===== src/rtl/trigger_buffer_manager_pkg.sv =====
// rtl/trigger_buffer_manager_pkg.sv - shared state encoding and width helper for the trigger buffer manager
package trigger_buffer_manager_pkg;

  typedef enum logic {
    IDLE    = 1'b0,
    HOLDOFF = 1'b1
  } state_e;

  // Index width for a buffer count; never below one bit so vectors stay legal.
  function automatic int buf_bits(input int n);
    return (n > 1) ? $clog2(n) : 1;
  endfunction

endpackage


===== src/rtl/trigger_buffer_manager_if.sv =====
// rtl/trigger_buffer_manager_if.sv - event generator link: digitize report out, buffer release in
interface trigger_buffer_manager_if
  import trigger_buffer_manager_pkg::*;
#(
  parameter int NUM_BUF = 4,
  parameter int NUM_SRC = 4
);
  localparam int BUF_BITS = buf_bits(NUM_BUF);

  logic                clear_i;
  logic [BUF_BITS-1:0] clear_buffer_i;
  logic                digitize_o;
  logic [BUF_BITS-1:0] digitize_buffer_o;
  logic [NUM_SRC-1:0]  digitize_source_o;
  logic [NUM_BUF-1:0]  buffer_status_o;

  // Buffer manager side.
  modport master (
    input  clear_i, clear_buffer_i,
    output digitize_o, digitize_buffer_o, digitize_source_o, buffer_status_o
  );

  // Event generator side.
  modport slave (
    output clear_i, clear_buffer_i,
    input  digitize_o, digitize_buffer_o, digitize_source_o, buffer_status_o
  );
endinterface


===== src/rtl/trigger_buffer_manager_sat_counter.sv =====
// rtl/trigger_buffer_manager_sat_counter.sv - saturating per-second event counter with PPS snapshot
module sat_counter #(
  parameter int CNT_BITS = 32
) (
  input  logic                clk_i,
  input  logic                rst_n_i,
  input  logic                inc_i,
  input  logic                pps_i,
  output logic [CNT_BITS-1:0] count_o
);

  logic [CNT_BITS-1:0] run_q;
  logic [CNT_BITS-1:0] count_q;

  // On PPS publish the finished second and restart, counting the PPS cycle's own event.
  always_ff @(posedge clk_i or negedge rst_n_i) begin
    if (!rst_n_i) begin
      run_q   <= '0;
      count_q <= '0;
    end else if (pps_i) begin
      count_q <= run_q;
      run_q   <= {{(CNT_BITS-1){1'b0}}, inc_i};
    end else if (inc_i && (run_q != {CNT_BITS{1'b1}})) begin
      run_q   <= run_q + {{(CNT_BITS-1){1'b0}}, 1'b1};
    end
  end

  assign count_o = count_q;

endmodule


===== src/rtl/trigger_buffer_manager.sv =====
// rtl/trigger_buffer_manager.sv - round-robin hold buffer allocation with holdoff and dead/drop accounting
module trigger_buffer_manager
  import trigger_buffer_manager_pkg::*;
#(
  parameter int NUM_BUF      = 4,
  parameter int NUM_SRC      = 4,
  parameter int HOLDOFF_BITS = 8,
  parameter int CNT_BITS     = 32
) (
  input  logic                    clk250_i,
  input  logic                    rst_n_i,
  input  logic [NUM_SRC-1:0]      trig_i,
  input  logic [NUM_SRC-1:0]      trig_mask_i,
  input  logic [HOLDOFF_BITS-1:0] holdoff_i,
  input  logic                    pps_i,
  output logic [NUM_BUF-1:0]      HOLD_o,
  output logic                    dead_o,
  output logic [CNT_BITS-1:0]     dead_count_o,
  output logic [CNT_BITS-1:0]     drop_count_o,
  trigger_buffer_manager_if.master evt_if
);

  localparam int BUF_BITS = buf_bits(NUM_BUF);

  state_e                  state_q;
  logic [HOLDOFF_BITS-1:0] cnt_q;
  logic [BUF_BITS-1:0]     wr_ptr_q;
  logic [NUM_BUF-1:0]      hold_q, hold_d;
  logic                    qual_q;
  logic                    digitize_q;
  logic [BUF_BITS-1:0]     dig_buf_q;
  logic [NUM_SRC-1:0]      dig_src_q;

  logic [NUM_SRC-1:0] src_masked;
  logic               qual, trig_edge, dead_w, accept, drop;

  assign src_masked = trig_i & ~trig_mask_i;
  assign qual       = |src_masked;
  assign trig_edge  = qual & ~qual_q;
  // Dead uses the pre-clear hold bit, so a clear landing with an edge cannot rescue that edge.
  assign dead_w     = (state_q == HOLDOFF) | hold_q[wr_ptr_q];
  assign accept     = trig_edge & ~dead_w;
  assign drop       = trig_edge & dead_w;

  // Next hold vector: release first, then claim; they never collide since claiming needs a free buffer.
  always_comb begin
    hold_d = hold_q;
    if (evt_if.clear_i) hold_d[evt_if.clear_buffer_i] = 1'b0;
    if (accept)         hold_d[wr_ptr_q] = 1'b1;
  end

  // Hold bits and the previous qualified level used for edge detection.
  always_ff @(posedge clk250_i or negedge rst_n_i) begin
    if (!rst_n_i) begin
      hold_q <= '0;
      qual_q <= 1'b0;
    end else begin
      hold_q <= hold_d;
      qual_q <= qual;
    end
  end

  // Allocation FSM: accept in IDLE, then sit out holdoff_i+1 cycles in HOLDOFF.
  always_ff @(posedge clk250_i or negedge rst_n_i) begin
    if (!rst_n_i) begin
      state_q    <= IDLE;
      cnt_q      <= '0;
      wr_ptr_q   <= '0;
      digitize_q <= 1'b0;
      dig_buf_q  <= '0;
      dig_src_q  <= '0;
    end else begin
      digitize_q <= 1'b0;
      case (state_q)
        IDLE: begin
          if (accept) begin
            digitize_q <= 1'b1;
            dig_buf_q  <= wr_ptr_q;
            dig_src_q  <= src_masked;
            wr_ptr_q   <= wr_ptr_q + {{(BUF_BITS-1){1'b0}}, 1'b1};
            cnt_q      <= holdoff_i;
            state_q    <= HOLDOFF;
          end
        end
        HOLDOFF: begin
          if (cnt_q == '0) state_q <= IDLE;
          else             cnt_q   <= cnt_q - {{(HOLDOFF_BITS-1){1'b0}}, 1'b1};
        end
        default: state_q <= IDLE;
      endcase
    end
  end

  sat_counter #(.CNT_BITS(CNT_BITS)) u_dead_cnt (
    .clk_i   (clk250_i),
    .rst_n_i (rst_n_i),
    .inc_i   (dead_w),
    .pps_i   (pps_i),
    .count_o (dead_count_o)
  );

  sat_counter #(.CNT_BITS(CNT_BITS)) u_drop_cnt (
    .clk_i   (clk250_i),
    .rst_n_i (rst_n_i),
    .inc_i   (drop),
    .pps_i   (pps_i),
    .count_o (drop_count_o)
  );

  assign HOLD_o                   = hold_q;
  assign dead_o                   = dead_w;
  assign evt_if.digitize_o        = digitize_q;
  assign evt_if.digitize_buffer_o = dig_buf_q;
  assign evt_if.digitize_source_o = dig_src_q;
  assign evt_if.buffer_status_o   = hold_q;

endmodule


===== src/flat_wrapper.sv =====
// flat-port wrapper written by rule: the top's interface ports become plain ports
module trigger_buffer_manager_flat import trigger_buffer_manager_pkg::*;
#(
  parameter int NUM_BUF      = 4,
  parameter int NUM_SRC      = 4,
  parameter int HOLDOFF_BITS = 8,
  parameter int CNT_BITS     = 32
)
  (clk250_i, rst_n_i, trig_i, trig_mask_i, holdoff_i, pps_i, HOLD_o, dead_o, dead_count_o, drop_count_o, evt_if_clear_i, evt_if_clear_buffer_i, evt_if_digitize_o, evt_if_digitize_buffer_o, evt_if_digitize_source_o, evt_if_buffer_status_o);
  trigger_buffer_manager_if #(.NUM_BUF(NUM_BUF), .NUM_SRC(NUM_SRC)) evt_if_i ();
  input  logic clk250_i;
  input  logic rst_n_i;
  input  logic [NUM_SRC-1:0] trig_i;
  input  logic [NUM_SRC-1:0] trig_mask_i;
  input  logic [HOLDOFF_BITS-1:0] holdoff_i;
  input  logic pps_i;
  output logic [NUM_BUF-1:0] HOLD_o;
  output logic dead_o;
  output logic [CNT_BITS-1:0] dead_count_o;
  output logic [CNT_BITS-1:0] drop_count_o;
  input wire logic [$bits(evt_if_i.clear_i)-1:0] evt_if_clear_i;
  input wire logic [$bits(evt_if_i.clear_buffer_i)-1:0] evt_if_clear_buffer_i;
  output wire logic [$bits(evt_if_i.digitize_o)-1:0] evt_if_digitize_o;
  output wire logic [$bits(evt_if_i.digitize_buffer_o)-1:0] evt_if_digitize_buffer_o;
  output wire logic [$bits(evt_if_i.digitize_source_o)-1:0] evt_if_digitize_source_o;
  output wire logic [$bits(evt_if_i.buffer_status_o)-1:0] evt_if_buffer_status_o;
  assign evt_if_i.clear_i = evt_if_clear_i;
  assign evt_if_i.clear_buffer_i = evt_if_clear_buffer_i;
  assign evt_if_digitize_o = evt_if_i.digitize_o;
  assign evt_if_digitize_buffer_o = evt_if_i.digitize_buffer_o;
  assign evt_if_digitize_source_o = evt_if_i.digitize_source_o;
  assign evt_if_buffer_status_o = evt_if_i.buffer_status_o;
  trigger_buffer_manager #(.NUM_BUF(NUM_BUF), .NUM_SRC(NUM_SRC), .HOLDOFF_BITS(HOLDOFF_BITS), .CNT_BITS(CNT_BITS)) u_core (.clk250_i(clk250_i), .rst_n_i(rst_n_i), .trig_i(trig_i), .trig_mask_i(trig_mask_i), .holdoff_i(holdoff_i), .pps_i(pps_i), .HOLD_o(HOLD_o), .dead_o(dead_o), .dead_count_o(dead_count_o), .drop_count_o(drop_count_o), .evt_if(evt_if_i));
endmodule

===== config.mk =====
export PLATFORM = sky130hd
export DESIGN_NAME = trigger_buffer_manager_flat
export DESIGN_NICKNAME = d
export VERILOG_FILES = /design/src/rtl/trigger_buffer_manager_pkg.sv /design/src/rtl/trigger_buffer_manager_if.sv /design/src/rtl/trigger_buffer_manager_sat_counter.sv /design/src/rtl/trigger_buffer_manager.sv /design/src/flat_wrapper.sv
export SDC_FILE = /design/constraint.sdc
export NUM_CORES = 1
export LEC_CHECK = 0
export CORE_UTILIZATION = 50
export DETAILED_ROUTE_END_ITERATION = 12
export GPL_TIMING_DRIVEN = 0
export PLACE_DENSITY = 0.74
export SETUP_SLACK_MARGIN = 0.2
export SYNTH_ARGS = -nofsm -noshare
export SYNTH_HDL_FRONTEND = slang
export SYNTH_HIERARCHICAL = 1
export SYNTH_SLANG_ARGS = --single-unit

===== constraint.sdc =====
create_clock -name clk250_i -period 2.75 [get_ports clk250_i]
set_input_delay 0.55 -clock clk250_i [delete_from_list [all_inputs] [get_ports clk250_i]]
set_output_delay 0.55 -clock clk250_i [all_outputs]
set_load 0.05 [all_outputs]

# Word-level counts from Yosys, hierarchy flattened
# Cells that the tools add are included.
dict set report op_classes {
  n_reduce_logical 10
  bitwise_logic 12
  n_mux 19
  eq_ne 4
  n_addsub 4
  magnitude_cmp 4
}
# op count
set ops {}
lappend ops {{2-to-1 mux 32 bit} 4}
lappend ops {{adder 32 x 1 -> 32 bit (second input constant)} 2}
lappend ops {{!= test 32 bit (second input constant)} 2}
lappend ops {{2-to-1 mux 8 bit} 2}
lappend ops {{case mux 8 bit (2 select lines)} 1}
lappend ops {{bitwise AND 4 bit} 2}
lappend ops {{zero test 8 bit} 1}
lappend ops {{2-to-1 mux 4 bit} 2}
lappend ops {{NOT 4 bit} 2}
lappend ops {{subtractor 8 x 1 -> 8 bit (second input constant)} 1}
lappend ops {{< comparator 2 x 3 -> 1 bit (second input constant)} 2}
lappend ops {{2-to-1 mux 1 bit} 6}
lappend ops {{demux 1 bit (select 2 bit)} 2}
lappend ops {{>= comparator 2 x 1 -> 1 bit (second input constant)} 2}
lappend ops {{logical AND 1 bit} 4}
lappend ops {{bitwise OR 4 bit} 1}
lappend ops {{AND reduction 2 bit} 2}
lappend ops {{nonzero test 2 bit} 2}
lappend ops {{OR reduction 4 bit} 1}
lappend ops {{bitwise AND 1 bit} 3}
lappend ops {{NOT 1 bit} 3}
lappend ops {{adder 2 x 1 -> 2 bit (second input constant)} 1}
lappend ops {{binary-select mux 1 bit (select 2 bit)} 1}
lappend ops {{!= test 2 x 1 -> 1 bit (second input constant)} 1}
lappend ops {{3 further kinds} 3}
dict set report totals {
  in_bits 22
  regBits 151
}

# Longest topological paths before layout
# Gate-level depths: netlist of the first run.
dict set report depth {
  depth_word 9
  mapped_depth 10
  depth_no_buf 8
}

# Cells and area by module
# The synthesis of the first run kept the hierarchy.
# mod seq_area_each_um2 area_each_um2 n_inst cells_each
set by_module_without_submodules {}
lappend by_module_without_submodules {sat_counter 1601.5 3042.9 2 266}
lappend by_module_without_submodules {trigger_buffer_manager 575.6 1273.7 1 116}

# Worst setup path before layout of the first run
# No wires, ideal clock.
dict set report synth_timing {
  path_kind {register to register}
  startpoint {register u_core.hold_q[3], in the netlist u_core/HOLD_o[3]}
  endpoint {register u_core.u_dead_cnt.run_q[20]}
  required_time_ns 2.672
  path_slack_ns -0.399
  setup_ns 0.078
  stages_incl_launch_ff 10
  t_arrival_ns 3.071
  period_less_slack_ns 3.149
  cell_sequence {dfrtp_1 mux2i_1 a22o_2 inv_1 clkbuf_8 nand4_1 nor3_1 o211ai_1 or4_1 a21oi_1}
}
dict set report synth_between {
  elab_chain_len 5
}
# item line
set synth_lines {}
lappend synth_lines {{start, declared} trigger_buffer_manager.sv:28} ;# logic [NUM_BUF-1:0] hold_q, hold_d;
lappend synth_lines {{start signal, assigned} trigger_buffer_manager.sv:58} ;# hold_q <= hold_d;
lappend synth_lines {{binary-select mux 1 bit (select 2 bit)} trigger_buffer_manager.sv:41} ;# assign dead_w = (state_q == HOLDOFF) | hold_q[wr_ptr_q];
lappend synth_lines {{2-to-1 mux 1 bit (not written as such)} trigger_buffer_manager.sv:41}
lappend synth_lines {{bitwise OR 1 bit} trigger_buffer_manager.sv:41}
lappend synth_lines {{net dead_o} flat_wrapper.sv:18} ;# output logic dead_o;
lappend synth_lines {{logical AND 1 bit} trigger_buffer_manager_sat_counter.sv:23} ;# end else if (inc_i && (run_q != {CNT_BITS{1'b1}})) begin
lappend synth_lines {{nonzero test 2 bit (no line)} n/a}
lappend synth_lines {{end signal, assigned} trigger_buffer_manager_sat_counter.sv:22} ;# run_q <= {{(CNT_BITS-1){1'b0}}, inc_i};
lappend synth_lines {{end signal, assigned} trigger_buffer_manager_sat_counter.sv:24} ;# run_q <= run_q + {{(CNT_BITS-1){1'b0}}, 1'b1};
lappend synth_lines {{end, declared} trigger_buffer_manager_sat_counter.sv:12} ;# logic [CNT_BITS-1:0] run_q;
# The timed path passes the listed nets, and every way through them passes these cells. The select of a mux whose other input is x is not followed.
# A chain may end at the register's enable or synchronous reset.

# Worst setup path after layout of the first run
dict set report layout_timing {
  startpoint {register u_core.wr_ptr_q[0]}
  endpoint {register u_core.u_dead_cnt.run_q[29]}
}
dict set report layout_between {
  elab_chain_len 5
}
# item line
set layout_lines {}
lappend layout_lines {{start, declared} trigger_buffer_manager.sv:27} ;# logic [BUF_BITS-1:0] wr_ptr_q;
lappend layout_lines {{start signal, assigned} trigger_buffer_manager.sv:80} ;# wr_ptr_q <= wr_ptr_q + {{(BUF_BITS-1){1'b0}}, 1'b1};
lappend layout_lines {{binary-select mux 1 bit (select 2 bit)} trigger_buffer_manager.sv:41}
lappend layout_lines {{2-to-1 mux 1 bit (not written as such)} trigger_buffer_manager.sv:41}
lappend layout_lines {{bitwise OR 1 bit} trigger_buffer_manager.sv:41}
lappend layout_lines {{logical AND 1 bit} trigger_buffer_manager_sat_counter.sv:23}
lappend layout_lines {{nonzero test 2 bit (no line)} n/a}
# No other way between the ends. The select of a mux whose other input is x is not followed.

==> results of run 1 <==
state kept, by name, indices dropped and copies added (netlist names):
signal,flops
u_core/evt_if.digitize_buffer_o,2
u_core/evt_if.digitize_o,1
u_core/u_dead_cnt/count_o,32
u_core/qual_q,1
u_core/state_q,1
u_core/evt_if.digitize_source_o,4
u_core/u_dead_cnt/run_q,32
u_core/cnt_q,8
u_core/wr_ptr_q,2
u_core/HOLD_o,4
u_core/u_drop_cnt/count_o,32
u_core/u_drop_cnt/run_q,32
worst max-delay path by stage:
stage	startpoint	endpoint	slack [ps]	cells after the start
6_report	u_core/wr_ptr_q[0]	u_core/u_dead_cnt/run_q[29]	150	11
5_1_grt	u_core/wr_ptr_q[0]	u_core/u_dead_cnt/run_q[29]	50	11
4_1_cts	u_core/wr_ptr_q[0]	u_core/u_drop_cnt/run_q[31]	-3	10
3_5_place_dp	trig_i[3]	u_core/u_drop_cnt/run_q[20]	-830	10
3_3_place_gp	rst_n_i	u_core/HOLD_o[0]	-5320	1
2_1_floorplan	u_core/HOLD_o[3]	u_core/u_dead_cnt/run_q[29]	-20	10
metrics by stage:
| step | setup TNS [ps] | setup WS [ps] | utilization | power, mW | instance area [um2] |
|---|---|---|---|---|---|
| finish | 0 | 150 | 0.694 | 5.99 | 9790 |
| global route | 0 | 51.5 | 0.694 | 6.22 | 9790 |
| CTS | -2.55 | -2.55 | 0.682 | 6.01 | 9610 |
| detailed placement | -12520 | -827 | 0.616 | 3.44 | 8680 |
| global placement | -733660 | -5320 | 0.614 | 3.40 | 8650 |
| floorplan | -48.0 | -21.7 | - | 3.13 | 7410 |
where the power goes:
group / internal (mW) / total [mW] / leakage (nW) / switching [mW]
Combinational: 0.427 / 0.970 / 1.86 / 0.543
Sequential: 2.35 / 2.51 / 2.05 / 0.150
Clock: 1.64 / 2.51 / 0.316 / 0.869
Total: 4.43 / 5.99 / 4.23 / 1.56
cells by family after synthesis:
family	Yosys count	synth area share
fa+ha+maj	8	0.0136
flops	151	0.513
buf+inv	52	0.0377
compound gates	133	0.119
mux	69	0.105
xor+xnor	19	0.0226
simple gates	216	0.189
Yosys cell counts, types with 3 or more instances:
cell type  instances  area, um2
a21oi_1           44        220
a22o_1             4       35.0
a31oi_1            4       25.0
and3_1            10       62.6
and4_1             6       52.6
buf_2              6       30.0
buf_4              8       60.1
clkbuf_1          10       37.5
dfrtp_1          151       3780
ha_1               8        100
inv_1             18       67.6
mux2_2            66        743
mux2i_1            3       30.0
nand2_1           26       97.6
nand3_1           30        150
nand4_1           16        100
nand4_4            4       85.1
nor2_1            25       93.8
nor2b_1            6       37.5
nor3_1            18       90.1
nor4_1             5       31.3
o211ai_1           4       30.0
o21ai_0           38        190
o221a_1            3       33.8
o31ai_1           14        105
o31ai_2            4       50.1
or3_1             20        125
or3_2              4       30.0
or4_1             14        105
xnor2_1           15        131
xor2_1             4       35.0
per-layer routing:
| metal | track usage | routed length (um) | share of wire | up-vias |
|---|---|---|---|---|
| li1 | - | - | - | 2731 |
| met1 | 0.336 | 7970 | 0.45 | 3003 |
| met2 | 0.381 | 8570 | 0.48 | 227 |
| met3 | 0.0540 | 918 | 0.052 | 32 |
| met4 | 0.0926 | 333 | 0.019 | 0 |
| met5 | 0 | 0 | 0 | - |
cell usage in the layout, fill, tap and decap left out, drive strengths merged, types with 5 or more instances in the layout:
cell / n
a21oi: 44
or4: 16
ha: 8
o21ai: 38
nand4: 20
and3: 12
buf: 57
nor4: 7
and4: 8
mux2: 66
o31ai: 18
xnor2: 15
clkinv: 5
or3: 26
bufinv: 5
nor2b: 6
nor2: 25
clkdlybuf4s50: 91
clkbuf: 32
nor3: 21
dfrtp: 151
inv: 19
nand2: 26
nand3: 32
a22o: 5
final cells by class:
type / count / area (um2) / area share
buffer: 32 / 216 / 0.0221
clock buffer: 21 / 460 / 0.0470
clock inverter: 10 / 175 / 0.0179
inverter: 20 / 78.8 / 0.00805
multi-input combinational: 445 / 3550 / 0.363
sequential: 151 / 3780 / 0.387
tap: 180 / 225 / 0.0230
timing repair buffer: 137 / 1290 / 0.132
what timing repair did:
item	in CTS	in global routing
cloned	0	1
pin swaps	26	14
setup buffers	27	7
endpoints found under the setup margin	41	31
hold buffers	0	0
resized for setup	39	29
==> run_results.csv, run 1 <==
group,metric,value,unit
sta,rsz0062_at_grt,"true",
floorplanning,start_util,0.522,
synthesis,async_reset_ff_frac,1.00,
synthesis,synth-seq-cells,151,
clock_tree,clk_path_buf_depth,2,
sta,finalMaxSlewViolations,0,
floorplanning,row_count,43,
critical_path,r2r_setup_slack,150,ps
run_status,status,"finished clean",
synthesis,synth_warnings,6,
floorplanning,die_height,123,um
critical_path,arrival,2940,ps
power,total_leakage_power,4.23,nW
clock_tree,insertion_delay,420,ps
sta,setup_viol,0,
grt,first_global_vias,5820,
route,avgRoutedWirePerCell,17.9,um
clock_tree,cts_buffers,17,
grt,grt-ovfl-total,0,
clock_tree,cts_root_buffer,"clkbuf_16",
critical_path,end_kind,"register",
synthesis,syn_avg_cell_area,11.4,um2
critical_path,reg2reg_depth,11,
critical_path,worstPathRequired,3090,ps
route,wl,17800,um
route,drt_iter0_drc,404,
grt,grt_max_degree,85,
final_layout,stdcell_count,996,
sta,fin_crit_sh,0.946,
placed_design,dp_hpwl,11600,um
grt,grt_first_pass_wirelength,28900,um
final_layout,antenna_cells,0,
sta,relSlewSlack,0.563,
synthesis,synth_edf_count,0,
critical_path,crit_path_start_kind,"register",
clock_tree,htreeDepth,4,
synthesis,yosysUniqueCellTypes,69,
critical_path,crit_path_max_fanout,7,
sta,hold_viol,0,
floorplanning,die_w,123,um
final_layout,drive_gt1_frac,0.284,
critical_path,r2r_start,"u_core/wr_ptr_q[0]",
critical_path,worstPathBufferInverterCount,4,
critical_path,worst_path_largest_cell_delay,480,ps
clock_tree,clkSlewWorstSetupHoldPaths,60,ps
sta,timing.hold.ws,122,ps
critical_path,cp_top_family,"simple AND/OR/NAND/NOR gates",
route,antenna_left,0,
critical_path,reg2reg_to,"u_core/u_dead_cnt/run_q[29]",
route,firstDrtPassIters,5,
power,p_per_area,612,nW/um2
critical_path,cpMaxStageDelayCell,"or4_4",
placed_design,io_buffer_count,101,
placed_design,dp_cells,930,
synthesis,syn-cell-area,7360,um2
synthesis,synth-main-ff-cell,"dfrtp_1",
clock_tree,cts_tree,"built",
floorplanning,die_area,15200,um2
sta,clock_skew,9.72,ps
final_layout,area_growth_syn_to_layout,33.0,%
hold_path,hold_class,"in -> async",
sta,tightest_slew,652,ps
flow_run,max-cap-violations,0,
route,drc,0,
floorplanning,ios,102,
critical_path,worstSetupPathType,"reg -> reg",
sta,max_freq,385,MHz
grt,track_usage,0.245,
power,peakVddDrop,0.501,mV
floorplanning,coreArea,14100,um2
placed_design,gp_congestion,0.898,
synthesis,ys_seq_area_frac,0.513,
synthesis,syn_inst,648,
final_layout,finalNetCount,834,
route,num_vias,5993,
critical_path,path_cells,"and2b_2 > a22o_4 > clkinvlp_4 > buf_8 > nand4_1 > nor4_4 > nand4_1 > buf_4 > buf_6 > or4_4 > a21oi_2",
critical_path,path_common_cell,"nand4_1",
sta,fin_crit,2600,ps
synthesis,synth_nets,678,
route,via_per_inst,6.02,
final_layout,fillers,1024,
clock_tree,cts_sinks,151,
grt,antenna_found_initial,0,
Note: power is estimated with default switching activity, not from simulation.
==> inputs of run 2 (changes only) <==
--- a/config.mk
+++ b/config.mk
@@ -5,9 +5,9 @@
 export SDC_FILE = /design/constraint.sdc
 export NUM_CORES = 1
 export LEC_CHECK = 0
+export ABC_AREA = 0
 export CORE_UTILIZATION = 50
 export DETAILED_ROUTE_END_ITERATION = 12
-export GPL_TIMING_DRIVEN = 0
 export PLACE_DENSITY = 0.74
 export SETUP_SLACK_MARGIN = 0.2
 export SYNTH_ARGS = -nofsm -noshare
==> constraint.sdc (replaced) <==
create_clock -name clk250_i -period 2.8 [get_ports clk250_i]
set_input_delay 0.56 -clock clk250_i [delete_from_list [all_inputs] [get_ports clk250_i]]
set_output_delay 0.56 -clock clk250_i [all_outputs]
set_load 0.05 [all_outputs]
==> run 2 against run 1 <==
  * Design area fell by 2.0%
  * Worst hold slack better by 380 ps
  * Final cell count decreased by 2.2%
  * Highest routed layer unchanged
  * Clock-buffer cell count down 1
  * Power shrank 2.3%
  * Worst setup slack gained 3.4 ps
  * Critical path type unchanged
  * Largest power group is now clock
  * Sequential cell count did not move
  * Wire length decreased by 8.0%
==> run_results.csv, run 2 (synthesized netlist as in run 1, its figures left out) <==
group,metric,value,unit
final_layout,mostFrequentLayoutCells,"dfrtp_1, clkdlybuf4s50_1, mux2_2",
grt,first_global_vias,5525,
final_layout,stdcell_count,974,
power,p_sw_frac,0.261,
sta,tns,0,ps
sta,finalMaxSlewViolations,0,
sta,relSlewSlack,0.463,
grt,grt_first_pass_wirelength,27100,um
clock_tree,insertion_delay,420,ps
final_layout,antenna_cells,0,
route,wl_met1,7210,um
sta,setup_viol,0,
critical_path,worstSetupPathType,"reg -> reg",
grt,grt-ovfl-total,0,
floorplanning,coreArea,14100,um2
critical_path,arrival,2990,ps
route,firstDrtPassIters,5,
sta,hold_viol,0,
placed_design,io_buffer_count,101,
floorplanning,die_height,123,um
grt,antenna_found_initial,0,
floorplanning,start_util,0.522,
critical_path,worstPathRequired,3150,ps
floorplanning,ios,102,
sta,timing.hold.ws,503,ps
power,p_int,4.32,mW
run_status,status,"finished clean",
floorplanning,die_w,123,um
power,comb_power_share,0.155,
sta,clock_skew,9.27,ps
critical_path,r2r_setup_slack,150,ps
final_layout,multi_input_area,3440,um2
power,total_power,5.85,mW
placed_design,post-place-ws,-304,ps
critical_path,end_kind,"register",
power,switchingPower,1.53,mW
final_layout,area_growth_syn_to_layout,30.4,%
sta,fin_crit,2650,ps
route,drt_iter0_drc,390,
route,dr_wl_met3,949,um
route,wl,16400,um
route,antenna_left,0,
clock_tree,clkSlewWorstSetupHoldPaths,70,ps
critical_path,crit_path_start_kind,"register",
final_layout,finalNetCount,811,
sta,tightest_slew,803,ps
placed_design,gp_congestion,0.837,
route,dr.max_layer_used,"met4",
final_layout,final_common_cell,"dfrtp_1",
placed_design,dp_cells,919,
final_layout,regArea,3780,um2
route,met2_length,8050,um
grt,track_usage,0.229,
power,p_seq_frac,0.419,
clock_tree,cts_buffers,17,
route,via_per_inst,5.91,
final_layout,drive_gt1_frac,0.256,
grt,grt_max_degree,73,
sta,rsz0062_at_grt,"true",
clock_tree,cts_sinks,151,
clock_tree,clk_path_buf_depth,2,
route,avgRoutedWirePerCell,16.8,um
final_layout,fillers,1046,
floorplanning,row_count,43,
clock_tree,cts_root_buffer,"clkbuf_16",
route,num_vias,5761,
route,drc,0,
power,clockPowerShare,0.425,
flow_run,max-cap-violations,0,
hold_path,hold_class,"reg -> reg",
floorplanning,die_area,15200,um2
power,p_per_area,610,nW/um2
placed_design,dp_hpwl,10500,um
power,peakVddDrop,0.494,mV
critical_path,crit_path_max_fanout,9,
clock_tree,htreeDepth,4,
sta,max_freq,378,MHz
power,total_leakage_power,4.14,nW
sta,fin_crit_sh,0.945,
sta,setup_ws,153,ps
clock_tree,cts_tree,"built",
[run 2: layout make-up]
cell class,count,share of cell area
Multi-Input combinational cell,445,0.358
Tap cell,180,0.0235
Timing Repair Buffer,146,0.148
Sequential cell,151,0.394
Clock inverter,12,0.0209
Inverter,20,0.00821
Clock buffer,20,0.0466
[run 2: critical path: stages, from the launching register on]
cell,delay (ps)
dfrtp_1,360
and2b_2,230
a22o_4,270
buf_6,120
clkinvlp_4,60
nand4_1,180
buf_4,210
buf_4,130
nor3_4,150
o211ai_1,130
buf_4,180
or4_1,400
a21oi_1,140
[run 2: layer usage]
| metal | track usage | vias to the layer above |
|---|---|---|
| li1 | - | 2692 |
| met1 | 0.315 | 2860 |
| met2 | 0.358 | 192 |
| met3 | 0.0535 | 17 |
| met4 | 0.0685 | 0 |
| met5 | 0 | - |
[run 2: what timing repair did]
item	4_1_cts	5_1_grt
gates cloned	1	0
endpoints found under the hold margin	2	0
endpoints found under the setup margin	9	22
pin swaps	7	18
setup buffers	9	12
hold buffers	1	0
gates resized for setup	14	23
[run 2: power by group through the flow]
| stage | Clock (mW) | Combinational [mW] | Sequential, mW |
|---|---|---|---|
| CTS | 2.54 | 0.909 | 2.45 |
| detailed placement | 0 | 0.875 | 2.50 |
| floorplan | 0 | 0.482 | 2.59 |
| global route | 2.64 | 0.996 | 2.48 |
| finish | 2.49 | 0.909 | 2.46 |
| global placement | 0 | 0.852 | 2.49 |
[run 2: path summary, 6_finish.rpt]
kind / start / endpoint / depth (start not counted)
setup / recovery: u_core/state_q / u_core/u_dead_cnt/run_q[20] / 12
hold / removal: u_core/u_drop_cnt/count_o[22] / u_core/u_drop_cnt/count_o[22] / 1
setup reg to reg: u_core/state_q / u_core/u_dead_cnt/run_q[20] / 12
hold reg to reg: u_core/u_drop_cnt/count_o[22] / u_core/u_drop_cnt/count_o[22] / 1
max in group asynchronous: rst_n_i / u_core/u_drop_cnt/count_o[18] / 3
min in group asynchronous: rst_n_i / u_core/u_dead_cnt/run_q[20] / 2
[run 2: per-stage QoR]
step,instance area [um2],util
floorplan,7410,-
global placement,8670,0.615
detailed placement,8670,0.615
CTS,9410,0.668
global route,9600,0.681
finish,9600,0.681
